==> src/rtl/i2s_pkg.sv <==
// Shared constants for the I2S DAC transmitter.
// Frame geometry, channel tags and FSM state encoding.
package i2s_pkg;

    localparam int FRAME_BITS      = 64;
    localparam int SLOT_BITS       = 32;
    localparam int SAMPLE_BITS_DEF = 24;

    localparam logic LEFT  = 1'b0;
    localparam logic RIGHT = 1'b1;

    localparam logic [0:0] IDLE = 1'b0;
    localparam logic [0:0] RUN  = 1'b1;

endpackage

==> src/rtl/i2s_tx_fifo.sv <==
// Synchronous in-order word buffer feeding the I2S transmitter.
// Each entry holds the channel tag in the top bit above the word.
module i2s_tx_fifo #(
    parameter int WIDTH = 33,
    parameter int DEPTH = 4
) (
    input  logic                     sck,
    input  logic                     rst,
    input  logic                     wr_en,
    input  logic [WIDTH-1:0]         wr_data,
    input  logic                     rd_en,
    output logic [WIDTH-1:0]         rd_data,
    output logic                     full,
    output logic                     empty,
    output logic [$clog2(DEPTH):0]   count
);

    localparam int AW = $clog2(DEPTH);

    logic [WIDTH-1:0] mem [DEPTH];
    logic [AW-1:0]    wr_ptr;
    logic [AW-1:0]    rd_ptr;
    logic             do_wr;
    logic             do_rd;

    assign full    = (count == (AW+1)'(DEPTH));
    assign empty   = (count == '0);
    assign do_wr   = wr_en && !full;
    assign do_rd   = rd_en && !empty;
    assign rd_data = mem[rd_ptr];

    always_ff @(posedge sck) begin
        if (do_wr) begin
            mem[wr_ptr] <= wr_data;
        end
    end

    always_ff @(posedge sck or posedge rst) begin
        if (rst) begin
            wr_ptr <= '0;
            rd_ptr <= '0;
            count  <= '0;
        end else begin
            if (do_wr) begin
                wr_ptr <= wr_ptr + 1'b1;
            end
            if (do_rd) begin
                rd_ptr <= rd_ptr + 1'b1;
            end
            if (do_wr && !do_rd) begin
                count <= count + 1'b1;
            end else if (do_rd && !do_wr) begin
                count <= count - 1'b1;
            end
        end
    end

endmodule

==> src/rtl/i2s_dac_tx.sv <==
// I2S transmitter: buffers tagged words and serialises one sample per
// 32-sck slot, left on ws=0 and right on ws=1, with one-bit MSB delay.
module i2s_dac_tx
    import i2s_pkg::*;
#(
    parameter int SAMPLE_BITS = SAMPLE_BITS_DEF,
    parameter int FIFO_DEPTH  = 4
) (
    input  logic        sck,
    input  logic        rst,
    input  logic        start,
    input  logic [31:0] data_in,
    input  logic        data_ch,
    input  logic        valid_in,
    output logic        ready_out,
    output logic        ws,
    output logic        sd,
    output logic        underrun
);

    logic [0:0]             state;
    logic [5:0]             cnt;
    logic [5:0]             cnt_next;
    logic [SAMPLE_BITS-1:0] shreg;
    logic                   run_next;
    logic                   load;
    logic                   hit;
    logic [32:0]            head;
    logic                   full;
    logic                   empty;
    logic [$clog2(FIFO_DEPTH):0] fifo_cnt;
    logic                   unused_ok;

    assign ready_out = !full;
    assign unused_ok = ^{head[31-SAMPLE_BITS:0], fifo_cnt};

    i2s_tx_fifo #(
        .WIDTH (33),
        .DEPTH (FIFO_DEPTH)
    ) u_fifo (
        .sck     (sck),
        .rst     (rst),
        .wr_en   (valid_in),
        .wr_data ({data_ch, data_in}),
        .rd_en   (hit),
        .rd_data (head),
        .full    (full),
        .empty   (empty),
        .count   (fifo_cnt)
    );

    // A slot loads on the edge that starts p=0; its channel is the new ws.
    always_comb begin
        run_next = (state == RUN) || start;
        cnt_next = (state == RUN) ? cnt + 6'd1 : 6'd0;
        load     = run_next && (cnt_next[4:0] == 5'd0);
        hit      = load && !empty && (head[32] == cnt_next[5]);
    end

    always_ff @(posedge sck or posedge rst) begin
        if (rst) begin
            state    <= IDLE;
            cnt      <= '0;
            ws       <= 1'b0;
            sd       <= 1'b0;
            underrun <= 1'b0;
            shreg    <= '0;
        end else if (run_next) begin
            state <= RUN;
            cnt   <= cnt_next;
            ws    <= cnt_next[5];
            if (load) begin
                shreg    <= hit ? head[31 -: SAMPLE_BITS] : '0;
                sd       <= 1'b0;
                underrun <= !hit;
            end else begin
                shreg    <= {shreg[SAMPLE_BITS-2:0], 1'b0};
                sd       <= shreg[SAMPLE_BITS-1];
                underrun <= 1'b0;
            end
        end
    end

endmodule

==> config.mk <==
export PLATFORM = sky130hd
export DESIGN_NAME = i2s_dac_tx
export DESIGN_NICKNAME = d
export VERILOG_FILES = /design/src/rtl/i2s_pkg.sv /design/src/rtl/i2s_tx_fifo.sv /design/src/rtl/i2s_dac_tx.sv
export SDC_FILE = /design/constraint.sdc
export NUM_CORES = 1
export LEC_CHECK = 0
export CORE_ASPECT_RATIO = 1.75
export CORE_MARGIN = 2
export CORE_UTILIZATION = 64
export CTS_CLUSTER_DIAMETER = 200
export DETAILED_ROUTE_END_ITERATION = 12
export GPL_ROUTABILITY_DRIVEN = 1
export MAX_ROUTING_LAYER = met4
export PLACE_DENSITY_LB_ADDON = 0.1
export SLEW_MARGIN = 20
export SYNTH_ARGS = -nofsm -noshare
export SYNTH_HDL_FRONTEND = slang
export SYNTH_HIERARCHICAL = 1
export SYNTH_SLANG_ARGS = --single-unit
==> constraint.sdc <==
create_clock -name sck -period 7.5 [get_ports sck]
set_input_delay 1.125 -clock sck [delete_from_list [all_inputs] [get_ports sck]]
set_output_delay 1.125 -clock sck [all_outputs]
set_load 0.01 [all_outputs]
==> flow_summary_export.csv <==
group,metric,value,unit
floorplan,ioPinCount,41,
clock_tree,cts_num_sinks,140,
power_and_ir_drop,p_leak,2.51,nW
power_and_ir_drop,power_density,391,nW/um2
synthesis,synthCells,329,
power_and_ir_drop,p_comb_share,27.4,%
sta,timing.final.crit_share,46.5,%
clock_tree,ctsResizeCount,0,
worst_setup_path,crit_arrival,3780,ps
clock_tree,worstSkewPairLatency,410,ps
power_and_ir_drop,power.internal,0.00191,W
status,status,"finished, final reports clean",
floorplan,core_area,8980,um2
sta,fmax,287,MHz
floorplan,die_area,9970,um2
sta,setup_viol,0,
sta,clock_skew,6.41,ps
cells_and_area,most-common-layout-cells,"edfxtp_1, dfrtp_1, nand2_1, clkdlybuf4s50_1, mux2i_1",
floorplan,die_w,76.4,um
cells_and_area,antennaDiodeCount,0,
placed_design,place_hpwl,6.12,mm
worst_setup_path,startpoint_type,"primary input",
worst_setup_path,crit_path_max_fanout,50,
worst_setup_path,rrSetupSlack,4060,ps
cells_and_area,area.sequential,4000,um2
worst_setup_path,slowest_stage,"buf_4",
cells_and_area,layout.cells.most_common,"edfxtp_1",
sta,maxSlewHeadroom,58.4,%
sta,fin_ws,4010,ps
grt,grt_pass1_vias,3282,
cells_and_area,finalNonFillerCells,502,
route,wl,10.4,mm
power_and_ir_drop,p_switching,0.000773,W
placed_design,place_ws,3660,ps
placed_design,dpl.cell_count,470,
clock_tree,post_cts_buffers,0,
floorplan,num_rows,46,
flow_run,maxCapViolCount,0,
clock_tree,cts_inserted_buffers,17,
grt,grt_usage,24.1,%
worst_setup_path,crit_start,"start",
synthesis,yosysWarnings,6,
power_and_ir_drop,total_power,0.00269,W
power_and_ir_drop,swShare,28.8,%
route,first_pass_iters,5,
sta,hold_viol,0,
clock_tree,clock-root-buffer,"clkbuf_16",
placed_design,portBuffers,32,
sta,timing.setup.tns,0,ps
cells_and_area,final_layout_size_suffix_gt1_share,22.5,%
worst_setup_path,r2r_end,"u_fifo/count[1]",
route,drtIter0Drc,232,
cells_and_area,final_net_count,414,
worst_setup_path,endpoint_kind,"flop",
synthesis,syn_area,5860,um2
min_path,holdPathStages,1,
synthesis,syn_area_per_cell,17.8,um2
min_path,min_path_type,"flop to flop",
sta,tightest_slew,623,ps
clock_tree,path_clk_slew,50,ps
sta,min_period,3490,ps
worst_setup_path,crit_type,"primary input to flop",
power_and_ir_drop,p_clk_share,30.7,%
route,viasPerCell,5.96,
route,post-route-drc-count,0,
grt,grt-ovfl-total,0,
clock_tree,cts_tree,"built",
worst_setup_path,r2r_cells,11,
grt,grt_max_degree,51,
grt,grt_pass1_wl,16.9,mm
worst_setup_path,max_stage_delay,530,ps
grt,antenna_found_initial,0,
route,ant_nets,0,
power_and_ir_drop,seq_power_share,41.8,%
sta,grt_setup_unrepaired,"no",
worst_setup_path,cp.required,7790,ps
sta,drv_slew,0,
floorplan,dieHeight,131,um
placed_design,place.gp.congestion,0.707,
clock_tree,cts_hold_buf,0,
power_and_ir_drop,peakVddDrop,0.000373,V
floorplan,start_util,65.3,%
route,wl_per_cell,20.8,um
synthesis,synthesis.nets,373,
clock_tree,htreeDepth,4,
cells_and_area,final.fill_count,523,
cells_and_area,syn2layout_area_growth,17.2,%
worst_setup_path,r2r-start,"cnt[0]",
worst_setup_path,path_cells,"clkdlybuf4s50_1, nor2_2, a211oi_4, buf_4, nor2b_1, nand2b_1, ha_1, inv_1, fa_1, mux2_2",
cells_and_area,multi_input_comb_area,1690,um2
worst_setup_path,crit_path_end,"u_fifo/count[1]",
clock_tree,clockBufferDepth,2,
route,vias,2990,
[area by class of cell]
class | instances | share of cell area (%)
Tap cell | 120 | 2.18
Clock inverter | 8 | 1.71
Multi-Input combinational cell | 161 | 24.6
Sequential cell | 140 | 58.3
Clock buffer | 23 | 6.81
Inverter | 8 | 0.437
Timing Repair Buffer | 42 | 6.04
[flip-flops by register name (all words and copies together) (netlist names)]
name,cells
u_fifo/mem,100
underrun,1
sd,1
u_fifo/rd_ptr,2
ws,1
cnt,5
shreg,24
u_fifo/wr_ptr,2
u_fifo/count,3
state,1
[through the flow]
stage / area, um2 / util (%) / hold WS, ps
floorplan: 5860 / - / 454
global placement: 6260 / 69.7 / 474
detailed placement: 6260 / 69.7 / 488
CTS: 6850 / 76.2 / 498
global route: 6870 / 76.5 / 519
finish: 6870 / 76.5 / 500
[power groups by stage]
| stage | registers, W | clock network, W | logic (W) |
|---|---|---|---|
| 3_5_place_dp | 0.00114 | 0 | 0.000700 |
| 6_report | 0.00112 | 0.000825 | 0.000737 |
| 4_1_cts | 0.00112 | 0.000836 | 0.000709 |
| 3_3_place_gp | 0.00112 | 0 | 0.000684 |
| 2_1_floorplan | 0.00111 | 0 | 0.000572 |
| 5_1_grt | 0.00114 | 0.000873 | 0.000793 |
[per-layer routing]
layer	share of wire, %	global-route usage (%)	vias up	wire length (um)
li1	-	-	1347	-
met1	39	26.1	1561	4110
met2	56	42.1	59	5820
met3	3.0	5.70	23	311
met4	1.8	11.4	0	192
met5	0	-	-	0
[critical path, delay by kind of cell]
kind            cells  cell delay, ps
fa+ha+maj           2             630
compound gates      1             150
mux                 1             280
buf+inv             3            1080
simple gates        3             470
[how the worst min path moves through the flow]
stage / from / end / slack (ps)
after floorplan: u_fifo/count[2] / u_fifo/count[2] / 450
after global placement: shreg[0] / shreg[0] / 470
after detailed placement: sd / sd / 490
after CTS: u_fifo/count[2] / u_fifo/count[2] / 500
after global routing: u_fifo/count[2] / u_fifo/count[2] / 520
final: u_fifo/count[2] / u_fifo/count[2] / 500
Note: power is estimated with default switching activity, not from simulation.
